`config.mk`:
```
export PLATFORM = sky130hd
export DESIGN_NAME = eth_mac_filter_multi
export DESIGN_NICKNAME = d
export VERILOG_FILES = /design/src/rtl/eth_mac_filter_multi.sv
export SDC_FILE = /design/constraint.sdc
export NUM_CORES = 1
export LEC_CHECK = 0
export ABC_AREA = 1
export BUFFER_PORTS_ARGS = -buffer_cell sky130_fd_sc_hd__buf_2
export CAP_MARGIN = 20
export CORE_MARGIN = 2
export CORE_UTILIZATION = 66
export DETAILED_ROUTE_END_ITERATION = 10
export PLACE_DENSITY = 0.92
export SETUP_SLACK_MARGIN = 0.05
export SLEW_MARGIN = 20
export SYNTH_ARGS = -nofsm -noshare
export SYNTH_HDL_FRONTEND = slang
export SYNTH_SLANG_ARGS = --single-unit
export TNS_END_PERCENT = 100
```
`constraint.sdc`:
```
create_clock -name clk -period 3.78 [get_ports clk]
set_clock_uncertainty 0.05 [all_clocks]
set_input_delay 0.189 -clock clk [delete_from_list [all_inputs] [get_ports clk]]
set_output_delay 0.189 -clock clk [all_outputs]
set_load 0.03 [all_outputs]
```
`src/rtl/eth_mac_filter_multi.sv`:
```
// Receive-path destination MAC filter: programmable unicast slots plus broadcast,
// multicast and promiscuous modes, with early rejection and saturating frame counters.
module eth_mac_filter_multi #(
  parameter int NUM_SLOTS = 4,
  parameter int SLOT_W    = 2,
  parameter int CNT_W     = 16
) (
  input  logic                 clk,
  input  logic                 n_rst,
  input  logic                 n_ss,
  input  logic                 byte_we,
  input  logic [7:0]           byte_d,
  input  logic                 cfg_we,
  input  logic [SLOT_W-1:0]    cfg_slot,
  input  logic [2:0]           cfg_idx,
  input  logic [7:0]           cfg_d,
  input  logic [NUM_SLOTS-1:0] slot_en,
  input  logic                 accept_bcast,
  input  logic                 accept_mcast,
  input  logic                 promisc,
  output logic                 n_inhibit,
  output logic                 verdict_vld,
  output logic                 accepted,
  output logic [SLOT_W-1:0]    match_slot,
  output logic [CNT_W-1:0]     cnt_accept,
  output logic [CNT_W-1:0]     cnt_drop
);

  localparam logic [1:0] ST_IDLE = 2'd0;
  localparam logic [1:0] ST_ADDR = 2'd1;
  localparam logic [1:0] ST_PASS = 2'd2;
  localparam logic [1:0] ST_DROP = 2'd3;

  logic [7:0]           r_tbl [NUM_SLOTS][6];
  logic [1:0]           r_state;
  logic [2:0]           r_cnt;
  logic [NUM_SLOTS-1:0] r_cand_slot;
  logic                 r_cand_bcast;
  logic                 r_cand_mcast;
  logic                 r_armed;
  logic                 r_n_inhibit;
  logic                 r_verdict_vld;
  logic                 r_accepted;
  logic [SLOT_W-1:0]    r_match_slot;
  logic [CNT_W-1:0]     r_cnt_accept;
  logic [CNT_W-1:0]     r_cnt_drop;

  logic [NUM_SLOTS-1:0] w_slot_hit;
  logic                 w_bcast_hit;
  logic                 w_mcast_hit;
  logic                 w_any;
  logic                 w_last;
  logic [SLOT_W-1:0]    w_lowest;

  // Slot table and per-slot comparators; a write in the compare cycle lands after the compare.
  genvar gi;
  generate
    for (gi = 0; gi < NUM_SLOTS; gi++) begin : g_slot
      always_ff @(posedge clk or negedge n_rst) begin
        if (!n_rst) begin
          for (int b = 0; b < 6; b++) r_tbl[gi][b] <= '0;
        end else if (cfg_we && (cfg_slot == SLOT_W'(gi)) && (cfg_idx < 3'd6)) begin
          r_tbl[gi][cfg_idx] <= cfg_d;
        end
      end

      assign w_slot_hit[gi] = r_cand_slot[gi] & slot_en[gi] & (byte_d == r_tbl[gi][r_cnt]);
    end
  endgenerate

  assign w_bcast_hit = r_cand_bcast & accept_bcast & (byte_d == 8'hff);
  // Multicast is decided by the group bit of byte 0 and simply held afterwards.
  assign w_mcast_hit = (r_cnt == 3'd0) ? (accept_mcast & byte_d[0]) : r_cand_mcast;
  assign w_any       = (|w_slot_hit) | w_bcast_hit | w_mcast_hit;
  assign w_last      = (r_cnt == 3'd5);

  always_comb begin
    w_lowest = '0;
    for (int i = NUM_SLOTS - 1; i >= 0; i--) begin
      if (w_slot_hit[i]) w_lowest = SLOT_W'(i);
    end
  end

  always_ff @(posedge clk or negedge n_rst) begin
    if (!n_rst) begin
      r_state       <= ST_IDLE;
      r_cnt         <= '0;
      r_cand_slot   <= '0;
      r_cand_bcast  <= 1'b0;
      r_cand_mcast  <= 1'b0;
      r_armed       <= 1'b0;
      r_n_inhibit   <= 1'b1;
      r_verdict_vld <= 1'b0;
      r_accepted    <= 1'b0;
      r_match_slot  <= '0;
      r_cnt_accept  <= '0;
      r_cnt_drop    <= '0;
    end else if (n_ss) begin
      r_state       <= ST_IDLE;
      r_armed       <= 1'b1;
      r_n_inhibit   <= 1'b1;
      r_verdict_vld <= 1'b0;
      r_accepted    <= 1'b0;
      r_match_slot  <= '0;
      // Runts that end inside the address count as drops.
      if (r_state == ST_PASS) begin
        if (r_cnt_accept != {CNT_W{1'b1}}) r_cnt_accept <= r_cnt_accept + CNT_W'(1);
      end else if ((r_state == ST_ADDR) || (r_state == ST_DROP)) begin
        if (r_cnt_drop != {CNT_W{1'b1}}) r_cnt_drop <= r_cnt_drop + CNT_W'(1);
      end
    end else begin
      case (r_state)
        ST_IDLE: begin
          // A frame only starts after n_ss has been seen high since reset.
          if (r_armed) begin
            r_state      <= ST_ADDR;
            r_armed      <= 1'b0;
            r_cnt        <= '0;
            r_cand_slot  <= '1;
            r_cand_bcast <= 1'b1;
            r_cand_mcast <= 1'b1;
          end
        end
        ST_ADDR: begin
          if (byte_we) begin
            r_cnt        <= r_cnt + 3'd1;
            r_cand_slot  <= w_slot_hit;
            r_cand_bcast <= w_bcast_hit;
            r_cand_mcast <= w_mcast_hit;
            if (!w_any && !promisc) begin
              r_state       <= ST_DROP;
              r_n_inhibit   <= 1'b0;
              r_verdict_vld <= 1'b1;
              r_accepted    <= 1'b0;
              r_match_slot  <= '0;
            end else if (w_last) begin
              r_state       <= ST_PASS;
              r_verdict_vld <= 1'b1;
              r_accepted    <= 1'b1;
              r_match_slot  <= w_lowest;
            end
          end
        end
        default: ;
      endcase
    end
  end

  assign n_inhibit   = r_n_inhibit;
  assign verdict_vld = r_verdict_vld;
  assign accepted    = r_accepted;
  assign match_slot  = r_match_slot;
  assign cnt_accept  = r_cnt_accept;
  assign cnt_drop    = r_cnt_drop;

endmodule

```
==> impl_metrics.yaml, run 1 <==
run_status:
  status: "finished clean"
global_routing:
  grt_pass1_wl_um: 51300
  grt_overflow: 0
  grt_max_degree: 121
  grt.total_usage: 0.345
  grt_pass1_vias: 10100
  antenna_found_initial: 0
die:
  die_w_um: 137
  core_um2: 17300
  dieHeight_um: 137
  io-pin-count: 70
  rows: 48
  initial_utilization: 0.677
  dieArea_um2: 18800
place:
  dp.cells: 1729
  numPortBuffers: 69
  place_congestion: 0.955
  dp_hpwl_um: 19700
final_layout:
  fin_util: 0.759
  fin_cells: 1783
  antenna_cells: 0
  seq_area_um2: 6030
  drive_above_1_share: 0.0976
  final_nets: 1579
  multi_input_area_um2: 4920
  final_common_cell: "nand2_1"
  fill_cells: 1155
  area_delta_synth_final_pct: 12.0
  final_cell_mix: "486 x nand2_1, 239 x dfrtp_1, 210 x o21ai_0, 128 x inv_1, 92 x nor2_1"
synthesis:
  synth_top_area_share: 0.513
  yosysWarnings: 0
  ys_async_sr_fraction: 1.00
  syn_area_um2: 11700
  ys_seq_area_frac: 0.515
  netlist_instances: 1496
  yosysUniqueCellTypes: 36
  synthesis.nets: 1534
  ys_seq_elements: 241
  synth_edf_count: 0
  synthFlopType: "dfrtp_1"
  avgSynthCellArea_um2: 7.83
  yosys-top-cells-area: "dfrtp_1 51%, nand2_1 16%, o21ai_0 9.0%"
  synth_area_leader_cell: "dfrtp_1"
clocking:
  insertion_delay_ns: 0.53
  clkSlewWorstSetupHoldPaths_ns: 0.06
  cts_tree: "yes"
  cts_buffers: 25
  cts.path.max_buffers: 3
  cts_sinks: 241
  htreeDepth: 1
  cts_resized: 0
  cts_root_buf: "clkbuf_16"
sta:
  hold_viol: 0
  clock.fmax_ghz: 0.347
  slew_headroom: 0.387
  rsz0062_at_grt: "false"
  setup-tns-final_ns: 0
  tightest_slew_ns: 0.912
  hold_slack_ns: 0.0448
  slew_viol_final: 0
  fin_crit_sh: 0.763
  finalCriticalPeriod_ns: 2.88
  setup_viol: 0
worst_setup_path:
  rr_endpoint: "match_slot[0]"
  rrSetupSlack_ns: 0.90
  path_max_fanout: 36
  cp.arrival_ns: 3.26
  startpoint_type: "register"
  reg2regPathDepth: 15
  crit_start: "r_cnt[2]"
  r2r-start: "r_cnt[2]"
  cp.required_ns: 4.16
  path_class: "reg2reg"
  cp-end-kind: "register"
detailed_routing:
  vias: 10500
  firstDrtPassIters: 7
  ant_nets: 0
  drtIter0Drc: 1504
  routedWlPerCell_um: 17.6
  routed_wirelength_um: 31300
  via_per_inst: 5.91
  drc: 0
power_and_ir_drop:
  p_leak_nw: 6.64
  total_power_w: 0.00861
  vdd_drop_max_mv: 0.464
  cellPowerDensity_nw_per_um2: 656
run:
  drv_cap: 0
hold_path:
  min_from: "promisc"
  worstHoldEndpoint: "n_inhibit"
  whs_path_depth: 4
  hp-class: "in2reg"
[report_power, final]
group	switching [W]	internal (W)	leakage (nW)
clock network	0.00100	0.00150	0.409
registers	0.000299	0.00307	3.04
logic	0.00190	0.000845	3.19
total	0.00320	0.00541	6.64
[cell type report]
type | count | share of cell area
clock buffers | 34 | 0.0533
clock inverters | 10 | 0.0100
inverters | 132 | 0.0378
multi-input cells | 1050 | 0.375
flip-flops and latches | 241 | 0.460
well taps | 225 | 0.0215
repair buffers | 91 | 0.0425
[cell families (layout without fill, tap and decap cells)]
family,count (synthesis),after routing,synth area share
mux,1,1,0.000962
buf+inv,205,267,0.0701
flops,241,241,0.515
fa+ha+maj,5,5,0.00534
compound gates,302,302,0.139
xor+xnor,30,30,0.0224
simple gates,712,712,0.247
[worst max-delay path: stages (launching register included)]
cell,delay (ns)
dfrtp_1,0.36
inv_2,0.24
nor2_2,0.39
buf_4,0.37
o21a_1,0.16
o21ai_0,0.07
nand2_1,0.11
xor2_1,0.15
nand3_1,0.11
nor2_1,0.22
nor2_1,0.10
nand3_2,0.12
nand2_1,0.08
nand2_2,0.11
nand2_1,0.06
o21ai_1,0.09
[per-layer routing]
layer,routed length [um],GRT usage
met1,12100,0.457
met2,15000,0.553
met3,2610,0.0607
met4,1690,0.173
met5,0,0
[how the worst max path moves through the flow]
stage,cells after the start,endpoint
detailed placement,15,match_slot[0]
CTS,15,match_slot[0]
finish,15,match_slot[0]
global route,16,verdict_vld
global placement,15,match_slot[0]
floorplan,13,cnt_accept[15]
[cells in the mapped netlist (3+ instances only)]
cell	n
a21oi_1	28
buf_1	3
buf_2	26
buf_4	3
clkbuf_1	40
dfrtp_1	240
ha_1	5
inv_1	128
inv_2	3
nand2_1	486
nand3_1	82
nand4_1	7
nor2_1	92
nor2_2	3
nor3_1	20
nor4_1	9
o211ai_1	13
o211ai_2	4
o21a_1	16
o21ai_0	210
o21ai_1	25
o22a_1	3
or2_2	9
xnor2_1	8
xor2_1	22
[repair_timing]
item	4_1_cts	5_1_grt
hold buffers	10	0
buffers inserted	0	0
hold endpoints to repair	149	0
[metrics by stage]
| stage | instance area [um^2] | worst slack [ns] |
|---|---|---|
| after global placement | 12200 | 1.10 |
| after CTS | 13100 | 0.978 |
| final | 13100 | 0.896 |
| after floorplan | 11700 | 1.44 |
| after global routing | 13100 | 0.687 |
| after detailed placement | 12200 | 0.998 |
[sequential cells by signal, summed over array words and instances (netlist names)]
signal and flops:
r_state 2, r_cand_slot 4, cnt_accept 16, r_cand_mcast 1, r_cnt 3, r_cand_bcast 1
cnt_drop 16, accepted 1, n_inhibit 1, r_armed 1, match_slot 2, verdict_vld 1
r_tbl 192
(Power assumes the default switching activity.)
==> inputs of run 2 (changes only) <==
--- a/config.mk
+++ b/config.mk
@@ -9,9 +9,9 @@
 export BUFFER_PORTS_ARGS = -buffer_cell sky130_fd_sc_hd__buf_2
 export CAP_MARGIN = 20
 export CORE_MARGIN = 2
-export CORE_UTILIZATION = 66
+export CORE_UTILIZATION = 55
 export DETAILED_ROUTE_END_ITERATION = 10
-export PLACE_DENSITY = 0.92
+export PLACE_DENSITY = 0.83
 export SETUP_SLACK_MARGIN = 0.05
 export SLEW_MARGIN = 20
 export SYNTH_ARGS = -nofsm -noshare
==> constraint.sdc (replaced) <==
create_clock -name clk -period 2.3 [get_ports clk]
set_clock_uncertainty 0.05 [all_clocks]
set_input_delay 0.115 -clock clk [delete_from_list [all_inputs] [get_ports clk]]
set_output_delay 0.115 -clock clk [all_outputs]
set_load 0.03 [all_outputs]
==> run 2 against run 1 <==
Critical endpoint is now match_slot[1]. Combinational power grew 110%. Wire length grew 7.1%. Clock power is 71% higher. Register-to-register slack worse by 1.0 ns. The flow now finishes with violations (setup timing). Cell count up 5.9%.
==> impl_metrics.yaml, run 2 (synthesis results as in run 1) <==
power_and_ir_drop:
  clkPwrFrac: 0.273
  vdd_drop_max_mv: 0.682
  p_int_w: 0.00991
  pwr-share-seq: 0.357
  combPwrFrac: 0.370
  power.net_switching_w: 0.00573
  swShare: 0.366
  cellPowerDensity_nw_per_um2: 1100
  p_leak_nw: 7.10
sta:
  slew_headroom: 0.435
  setup_viol: 8
  clock.fmax_ghz: 0.413
  tightest_slew_ns: 0.846
  rsz0062_at_grt: "true"
  slew_viol_final: 0
  setup-tns-final_ns: -0.650
  hold_slack_ns: 0.0148
  fin_crit_sh: 1.05
  hold_viol: 0
  finalCriticalPeriod_ns: 2.42
  fin_ws_ns: -0.120
worst_setup_path:
  cp.required_ns: 2.65
  worst_path_max_delay_cell: "dfrtp_4"
  path_max_fanout: 7
  path_class: "reg2reg"
  critPathMaxStageDelay_ns: 0.58
  crit_family: "simple AND/OR/NAND/NOR gates"
  worst-path-buf-inv: 2
  crit_path_frequent_cell: "nand2_1"
  path_cells: "buf_12 -> buf_16 -> nor2_4 -> nor2_1 -> o21ai_1 -> o21ai_1 -> nand2_1 -> nand2_1 -> nand2_1 -> nand2_1 -> nand3_2 -> nor2_4 -> nor2_4 -> nand3_4 -> nand2_4 -> nand2_4 -> nand2_2 -> o21ai_2"
  startpoint_type: "register"
  cp.arrival_ns: 2.77
  cp-end-kind: "register"
detailed_routing:
  drtIter0Drc: 1130
  vias: 11000
  ant_nets: 0
  via_per_inst: 5.82
  routedWlPerCell_um: 17.8
  routed_wirelength_um: 33500
  drc: 0
  firstDrtPassIters: 5
clocking:
  htreeDepth: 1
  cts_root_buf: "clkbuf_16"
  cts_buffers: 27
  clkSlewWorstSetupHoldPaths_ns: 0.06
  cts_sinks: 241
  cts.path.max_buffers: 3
  insertion_delay_ns: 0.53
  cts_tree: "yes"
final_layout:
  final_common_cell: "nand2_1"
  antenna_cells: 0
  final_cell_mix: "465 x nand2_1, 236 x dfrtp_1, 204 x o21ai_0, 127 x inv_1, 79 x nor2_1"
  top_register: "r_tbl"
  final_nets: 1633
  largest_reg_flops: 192
  drive_above_1_share: 0.162
  area_delta_synth_final_pct: 21.9
place:
  dp_hpwl_um: 20400
  place_congestion: 0.885
  numPortBuffers: 69
global_routing:
  grt_pass1_wl_um: 53400
  grt_use_met2: 0.500
  grt_overflow: 0
  grt.busiest_layer: "met2"
  grt_max_degree: 61
  grt_pass1_vias: 10600
  grt.total_usage: 0.298
  met3_usage: 0.0488
  grt_use_met1: 0.377
  antenna_found_initial: 0
run_status:
  violations: "setup timing"
  status: "complete, but fails checks"
run:
  drv_cap: 0
die:
  initial_utilization: 0.559
  io-pin-count: 70
  rows: 53
  dieHeight_um: 150
  die_w_um: 150
  dieArea_um2: 22500
  core_um2: 21000
hold_path:
  hp-class: "in2reg"
-- run 2: changes by cell type in the layout (fill, tap and decap cells not counted), sizes merged --
| cell | delta |
|---|---|
| inv | -1 |
| clkinvlp | -1 |
| clkbuf | +2 |
| buf | +49 |
| bufbuf | +1 |
| dlygate4sd3 | +2 |
| clkinv | +3 |
-- run 2: final timing paths --
kind / from / endpoint / slack, ns / depth (start not counted)
worst max-delay path: r_cnt[0] / match_slot[1] / -0.12 / 18
worst min-delay path: accept_mcast / r_cand_mcast / 0.01 / 5
worst max register to register: r_cnt[0] / match_slot[1] / -0.12 / 18
worst min register to register: r_tbl[34] / r_tbl[34] / 0.43 / 2
max in group asynchronous: n_rst / n_inhibit / 1.40 / 3
min in group asynchronous: n_rst / r_tbl[65] / 0.07 / 2
-- run 2: area by class of cell --
type,count,area (um^2)
clock inverter,11,130
tap,275,344
multi-input combinational,1050,5190
clock buffer,36,739
timing repair buffer,143,1320
inverter,132,503
fill,1526,6690
sequential,241,6040
-- run 2: power by group through the flow --
stage               logic [W]  registers [W]  clock network, W
global route          0.00632        0.00567           0.00448
finish                0.00578        0.00559           0.00427
floorplan             0.00305        0.00562                 0
global placement      0.00451        0.00554                 0
CTS                   0.00549        0.00556           0.00427
detailed placement    0.00465        0.00558                 0
-- run 2: worst register-to-register path, stage by stage (launching register included) --
cell     delay, ns
dfrtp_4       0.58
buf_12        0.18
buf_16        0.15
nor2_4        0.08
nor2_1        0.05
o21ai_1       0.10
o21ai_1       0.08
nand2_1       0.10
nand2_1       0.07
nand2_1       0.08
nand2_1       0.08
nand3_2       0.11
nor2_4        0.06
nor2_4        0.13
nand3_4       0.11
nand2_4       0.09
nand2_4       0.07
nand2_2       0.09
o21ai_2       0.05
-- run 2: what timing repair did --
| item | CTS | global route |
|---|---|---|
| resized for setup | 59 | 41 |
| endpoints found under the setup margin | 10 | 19 |
| hold buffers | 12 | 0 |
| pin swaps | 9 | 23 |
| hold endpoints to repair | 280 | 0 |
| gates cloned | 7 | 0 |
| buffers inserted | 4 | 9 |
-- run 2: metrics by stage --
step                cells  setup slack (ns)  power, W  utilization  area, um^2
detailed placement   1809            -0.189    0.0102        0.602       12600
global placement     1809           -0.0294    0.0100        0.602       12600
global route         1888            -0.246    0.0165        0.681       14300
CTS                  1879           -0.0258    0.0153        0.670       14000
floorplan            1496            0.0523   0.00867            -       11700
finish               1888            -0.120    0.0156        0.681       14300
-- run 2: per-layer routing --
metal  wire length [um]  part of all wire
met2              16200              0.48
met3               3000             0.089
met4               1630             0.049
met1              12700              0.38
met5                  0                 0
